<file path="config.mk">
export PLATFORM = sky130hd
export DESIGN_NAME = multi_alarm_controller
export DESIGN_NICKNAME = d
export VERILOG_FILES = /design/src/rtl/multi_alarm_controller.sv
export SDC_FILE = /design/constraint.sdc
export NUM_CORES = 1
export LEC_CHECK = 0
export CAP_MARGIN = 15
export CORE_MARGIN = 2
export CORE_UTILIZATION = 27
export CTS_CLUSTER_DIAMETER = 40
export DETAILED_ROUTE_END_ITERATION = 10
export HOLD_SLACK_MARGIN = 0.03
export PLACE_DENSITY = 0.48
export SYNTH_ARGS = -nofsm -noshare
export SYNTH_HDL_FRONTEND = slang
export SYNTH_SLANG_ARGS = --single-unit
</file>
<file path="constraint.sdc">
create_clock -name clk -period 5.7 [get_ports clk]
set_clock_uncertainty 0.05 [all_clocks]
set_input_delay 1.14 -clock clk [delete_from_list [all_inputs] [get_ports clk]]
set_output_delay 1.14 -clock clk [all_outputs]
set_load 0.01 [all_outputs]
</file>
<file path="src/rtl/multi_alarm_controller.sv">
`default_nettype none
// +----------------------------------------------------------------------------+
// | Module   : multi_alarm_controller                                          |
// | N-channel countdown alarm, one SET/RUN/PAUSE/BEEP FSM per channel, shared  |
// | prescaled tick. Optional feature macro: AUTO_RELOAD_EN.                    |
// | Revision : 1.0                                                             |
// +----------------------------------------------------------------------------+
module multi_alarm_controller #(
  parameter int WIDTH      = 9,
  parameter int CHANNELS   = 2,
  parameter int TICK_DIV   = 1000,
  parameter int BEEP_TICKS = 8
) (
  input  logic                        clk,
  input  logic                        reset,
  input  logic [CHANNELS*WIDTH-1:0]   i_timer_in,
  input  logic [CHANNELS-1:0]         i_button,
  input  logic [CHANNELS-1:0]         i_clear,
  output logic [CHANNELS*WIDTH-1:0]   o_count,
  output logic [CHANNELS*2-1:0]       o_state,
  output logic [CHANNELS-1:0]         o_beep,
  output logic                        o_any_beep
);

  localparam int PW = (TICK_DIV > 1) ? $clog2(TICK_DIV) : 1;
  localparam int BW = (BEEP_TICKS > 0) ? $clog2(BEEP_TICKS + 1) : 1;
  localparam logic [PW-1:0] c_tick_last = PW'(TICK_DIV - 1);
  localparam logic [BW-1:0] c_beep_last = BW'(BEEP_TICKS);

  typedef enum logic [1:0] {
    ST_SET   = 2'b00,
    ST_RUN   = 2'b01,
    ST_PAUSE = 2'b10,
    ST_BEEP  = 2'b11
  } state_t;

  logic [PW-1:0]       r_presc;
  logic                w_tick;
  logic [CHANNELS-1:0] w_beep_nxt;
  logic                r_any_beep;

  assign w_tick = (r_presc == c_tick_last);

  always_ff @(posedge clk) begin
    if (!reset) begin
      r_presc    <= '0;
      r_any_beep <= 1'b0;
    end else begin
      r_presc    <= w_tick ? '0 : r_presc + 1'b1;
      r_any_beep <= |w_beep_nxt;
    end
  end

  assign o_any_beep = r_any_beep;

  genvar ch;
  generate
    for (ch = 0; ch < CHANNELS; ch++) begin : g_ch
      state_t           r_state;
      state_t           w_state_nxt;
      logic [WIDTH-1:0] r_count;
      logic [WIDTH-1:0] w_count_nxt;
      logic [WIDTH-1:0] w_preset;
      logic [BW-1:0]    r_bcnt;
      logic [BW-1:0]    w_bcnt_nxt;
      logic [1:0]       r_btn_sr;
      logic [1:0]       r_clr_sr;
      logic             w_btn_ev;
      logic             w_clr_ev;
      logic             w_beep_pulse;
      logic             r_beep;
`ifdef AUTO_RELOAD_EN
      logic [WIDTH-1:0] r_reload;
      logic [WIDTH-1:0] w_reload_nxt;
`endif

      assign w_preset = i_timer_in[ch*WIDTH +: WIDTH];
      // Events fire on release (1 -> 0) of the synchronised level
      assign w_btn_ev = (r_btn_sr == 2'b10);
      assign w_clr_ev = (r_clr_sr == 2'b10);

      always_ff @(posedge clk) begin
        if (!reset) begin
          r_state  <= ST_SET;
          r_count  <= '0;
          r_bcnt   <= '0;
          r_btn_sr <= 2'b00;
          r_clr_sr <= 2'b00;
          r_beep   <= 1'b0;
`ifdef AUTO_RELOAD_EN
          r_reload <= '0;
`endif
        end else begin
          r_btn_sr <= {r_btn_sr[0], i_button[ch]};
          r_clr_sr <= {r_clr_sr[0], i_clear[ch]};
          r_state  <= w_state_nxt;
          r_count  <= w_count_nxt;
          r_bcnt   <= w_bcnt_nxt;
          r_beep   <= w_beep_nxt[ch];
`ifdef AUTO_RELOAD_EN
          r_reload <= w_reload_nxt;
`endif
        end
      end

      always_comb begin
        w_state_nxt  = r_state;
        w_count_nxt  = r_count;
        w_bcnt_nxt   = r_bcnt;
        w_beep_pulse = 1'b0;
`ifdef AUTO_RELOAD_EN
        w_reload_nxt = r_reload;
`endif
        case (r_state)
          ST_SET: begin
            w_count_nxt = w_preset;
            if (w_btn_ev) begin
              w_state_nxt = ST_RUN;
`ifdef AUTO_RELOAD_EN
              w_reload_nxt = w_preset;
`endif
            end
          end
          ST_RUN: begin
            if (w_clr_ev) begin
              w_state_nxt = ST_SET;
            end else if (w_btn_ev) begin
              w_state_nxt = ST_PAUSE;
            end else if (r_count == '0) begin
`ifdef AUTO_RELOAD_EN
              // A zero reload value would spin at zero, so it falls through to BEEP
              if (r_reload == '0) begin
                w_state_nxt = ST_BEEP;
                w_bcnt_nxt  = '0;
              end else begin
                w_count_nxt  = r_reload;
                w_beep_pulse = 1'b1;
              end
`else
              w_state_nxt = ST_BEEP;
              w_bcnt_nxt  = '0;
`endif
            end else if (w_tick) begin
              w_count_nxt = r_count - 1'b1;
            end
          end
          ST_PAUSE: begin
            if (w_clr_ev) begin
              w_state_nxt = ST_SET;
            end else if (w_btn_ev) begin
              w_state_nxt = ST_RUN;
            end
          end
          ST_BEEP: begin
            w_count_nxt = '0;
            if (w_clr_ev) begin
              w_state_nxt = ST_SET;
            end else if ((BEEP_TICKS != 0) && w_tick) begin
              w_bcnt_nxt = r_bcnt + 1'b1;
              if (w_bcnt_nxt == c_beep_last) begin
                w_state_nxt = ST_SET;
              end
            end
          end
          default: w_state_nxt = ST_SET;
        endcase
      end

      assign w_beep_nxt[ch]                  = (w_state_nxt == ST_BEEP) || w_beep_pulse;
      assign o_count[ch*WIDTH +: WIDTH]      = r_count;
      assign o_state[ch*2 +: 2]              = r_state;
      assign o_beep[ch]                      = r_beep;
    end
  endgenerate

endmodule
`default_nettype wire

</file>
==> results.md <==
- Outcome: finished clean
- Detailed Route Iter0 Violations: 121
- Max stage delay on crit path: 0.93 ns
- First-pass GRT wire length: 12.6 mm
- CP startpoint: reset
- Share of layout cells above drive strength 1: 5.91%
- Die Ht: 107 um
- Maximum clock frequency: 318 MHz
- Syn_nets: 383
- Post-Synthesis Cells: 348
- Final Cell Area: 3560 sq um
- Synth area leaders: dfxtp_1 35%, ha_1 4.8%, a21oi_1 4.7%
- Global-route usage over all layers: 13.6%
- Worst Setup End Kind: register
- Clock sinks: 51
- Crit Path Max Fanout: 21
- Placed cell area: 3470 sq um
- CP Class: in -> reg
- Util after Layout: 34.5%
- Mean Syn Cell Area: 8.27 sq um
- Largest net degree at the start of global routing: 29
- CTS H-tree depth: 2
- Pwr/cell area: 206 nW/um^2
- Area Growth Syn to Fin: 23.8%
- Mapped Area: 2880 sq um
- DR vias: 2686
- Initial antenna violation count: 0
- CTS tree: done
- Period Utilization, post-route: 55.1%
- Worst reg2reg startpoint: g_ch[1].r_count[4]
- Crit path cell chain: clkdlybuf4s50_1, inv_1, o31ai_1, a31oi_1, o21bai_1
- Via/cell ratio: 5.12
- Cts hold-fix bufs: 0
- CP Data Required Time: 5.89 ns
- Pins Over Slew Limit: 0
- PostCTS Resize Cnt: 0
- Crit start category: input port
- DPL Wire Length: 5.58 mm
- EDFF count, synth: 0
- Die width: 107 um
- Primary FF master, synth: dfxtp_1
- Core outline area: 10300 sq um
- Synth warnings: 0
- GP Congestion: 0.817
- Wire per inst: 14.7 um
- Max rail drop VDD: 0.0860 mV
- DRC: 0
- Synth Register Bits: 51
- Port Buffer Count: 48
- Clk slew on worst S/H paths: 0.10 ns
- Die Footprint: 11500 sq um
- Cell taking the most area after synthesis: dfxtp_1
- Slew @ Worst Pin: 0.841 ns
- Nets: 423
- Max-Cap Viols: 0
- CTS buffer count: 5
- RSZ-0062 raised after global routing: no
- Clk root buf: clkbuf_8
- Min-Delay Path Class: reg -> reg
- Post-synthesis sequential area ratio: 35.5%
- Antenna diodes: 0
- FFs w/ async S/R, synth: 0%
- Leak pwr: 1.26 nW
- Routed WL: 7.73 mm
- Total gr overflow: 0
- Max Root-Sink Buffers: 2
- Setup TNS: 0 ns
- Final Hold Fails: 0
- Overall power: 732 uW
- Min Tclk post-route: 3.14 ns
- I/O pins: 49
- Row count: 37
- Slowest cell on crit path: clkdlybuf4s50_1
- Worst-skew pair later-pin latency: 0.30 ns
- Post-CTS Setup Bufs: 0
- Vias in the first global route: 2580
- Final setup vio count: 0
- Hold path startpoint: g_ch[1].r_clr_sr[0]
- Initial Util: 27.9%
- Number of fill cells: 1099
- Antenna viol nets, final: 0
- Distinct cells, synth: 60
- Rel. slew slack: 43.4%
- Initial DRT Pass Iterations: 4
- Yosys top cell area share: 35.5%
- Crit path arrival time: 3.34 ns
-- worst paths after layout --
| path | to | slack, ns | cells after the start |
|---|---|---|---|
| worst max register to register | g_ch[1].r_count[1] | 3.34 | 5 |
| worst min register to register | g_ch[1].r_clr_sr[1] | 0.42 | 1 |
| worst max-delay path | o_any_beep | 2.56 | 5 |
| worst min-delay path | g_ch[1].r_clr_sr[1] | 0.42 | 1 |
-- placed cells by master (no fill, tap or decap), types with 3 or more instances in the layout --
cell,netlist,layout
nand4b_1,4,4
xnor2_1,4,4
nand2b_1,7,7
a31oi_1,8,8
o31ai_1,4,4
nand3_1,13,13
nand3b_1,3,3
dfxtp_1,51,51
nand4_1,7,7
and2_1,10,10
o211ai_1,3,3
o32ai_1,6,6
ha_1,11,11
nor3_1,6,6
clkdlybuf4s50_1,0,48
o21ai_0,12,12
and3_1,11,11
or3_1,7,7
nor2b_1,9,9
a21oi_1,27,27
nand2_1,28,28
a32oi_1,3,3
clkbuf_8,0,5
o21a_1,3,3
inv_1,16,16
nor2_1,26,26
nor4_1,5,5
mux2i_1,4,4
xor2_1,4,4
-- state kept, by name (all words and copies together), names as in the netlist --
register and cells:
g_ch.r_bcnt 8, g_ch.r_beep 2, g_ch.r_btn_sr 4, g_ch.r_clr_sr 4
g_ch.r_count 18, g_ch.r_state 4, o_any_beep 1, r_presc 10
-- power breakdown --
| part | leakage, nW | switching [mW] | internal [mW] | total (mW) |
|---|---|---|---|---|
| combinational | 0.794 | 0.0613 | 0.0611 | 0.122 |
| clock | 0.0489 | 0.132 | 0.0892 | 0.221 |
| sequential | 0.418 | 0.0177 | 0.371 | 0.389 |
| total | 1.26 | 0.211 | 0.521 | 0.732 |
-- cell families after synthesis --
| family | count (synthesis) | share of synthesized area, % |
|---|---|---|
| compound gates | 93 | 22.3 |
| buf+inv | 33 | 4.61 |
| simple gates | 147 | 28.6 |
| xor+xnor | 8 | 2.43 |
| mux | 5 | 1.78 |
| fa+ha+maj | 11 | 4.78 |
| flops | 51 | 35.5 |
-- critical path, delay by kind of cell --
family | cells | cell delay (ns)
AO/OA/AOI/OAI | 3 | 0.69
buffers and inverters | 2 | 1.50
-- cells in the mapped netlist (8+ instances only) --
master    number
nor2b_1        9
and3_1        11
and2_1        10
dfxtp_1       51
clkbuf_1      10
nand3_1       13
a31oi_1        8
nor2_1        26
o21ai_0       12
inv_1         16
nand2_1       28
a21oi_1       27
ha_1          11
-- metal layers --
metal,wire length [um],GRT usage [%],vias to the layer above,part of all wire [%]
li1,-,-,1361,-
met1,3730,18.4,1260,48
met2,3580,22.6,61,46
met3,351,2.19,4,4.5
met4,68,3.15,0,0.88
met5,0,0,-,0
-- metrics by stage --
stage,setup WS [ns],std cells,hold slack [ns]
after floorplan,3.44,348,0.370
after global placement,2.31,517,0.388
after detailed placement,2.23,517,0.398
after CTS,2.56,525,0.418
after global routing,2.37,525,0.451
final,2.56,525,0.418
-- area by class of cell --
type / count / area [sq um] / area share, %
clock buffer: 5 / 68.8 / 1.93
clock inverter: 3 / 22.5 / 0.632
inverter: 16 / 60.1 / 1.69
multi-input combinational: 264 / 1720 / 48.4
sequential: 51 / 1020 / 28.7
tap: 136 / 170 / 4.78
timing repair buffer: 50 / 495 / 13.9
Note: power is estimated with default switching activity, not from simulation.
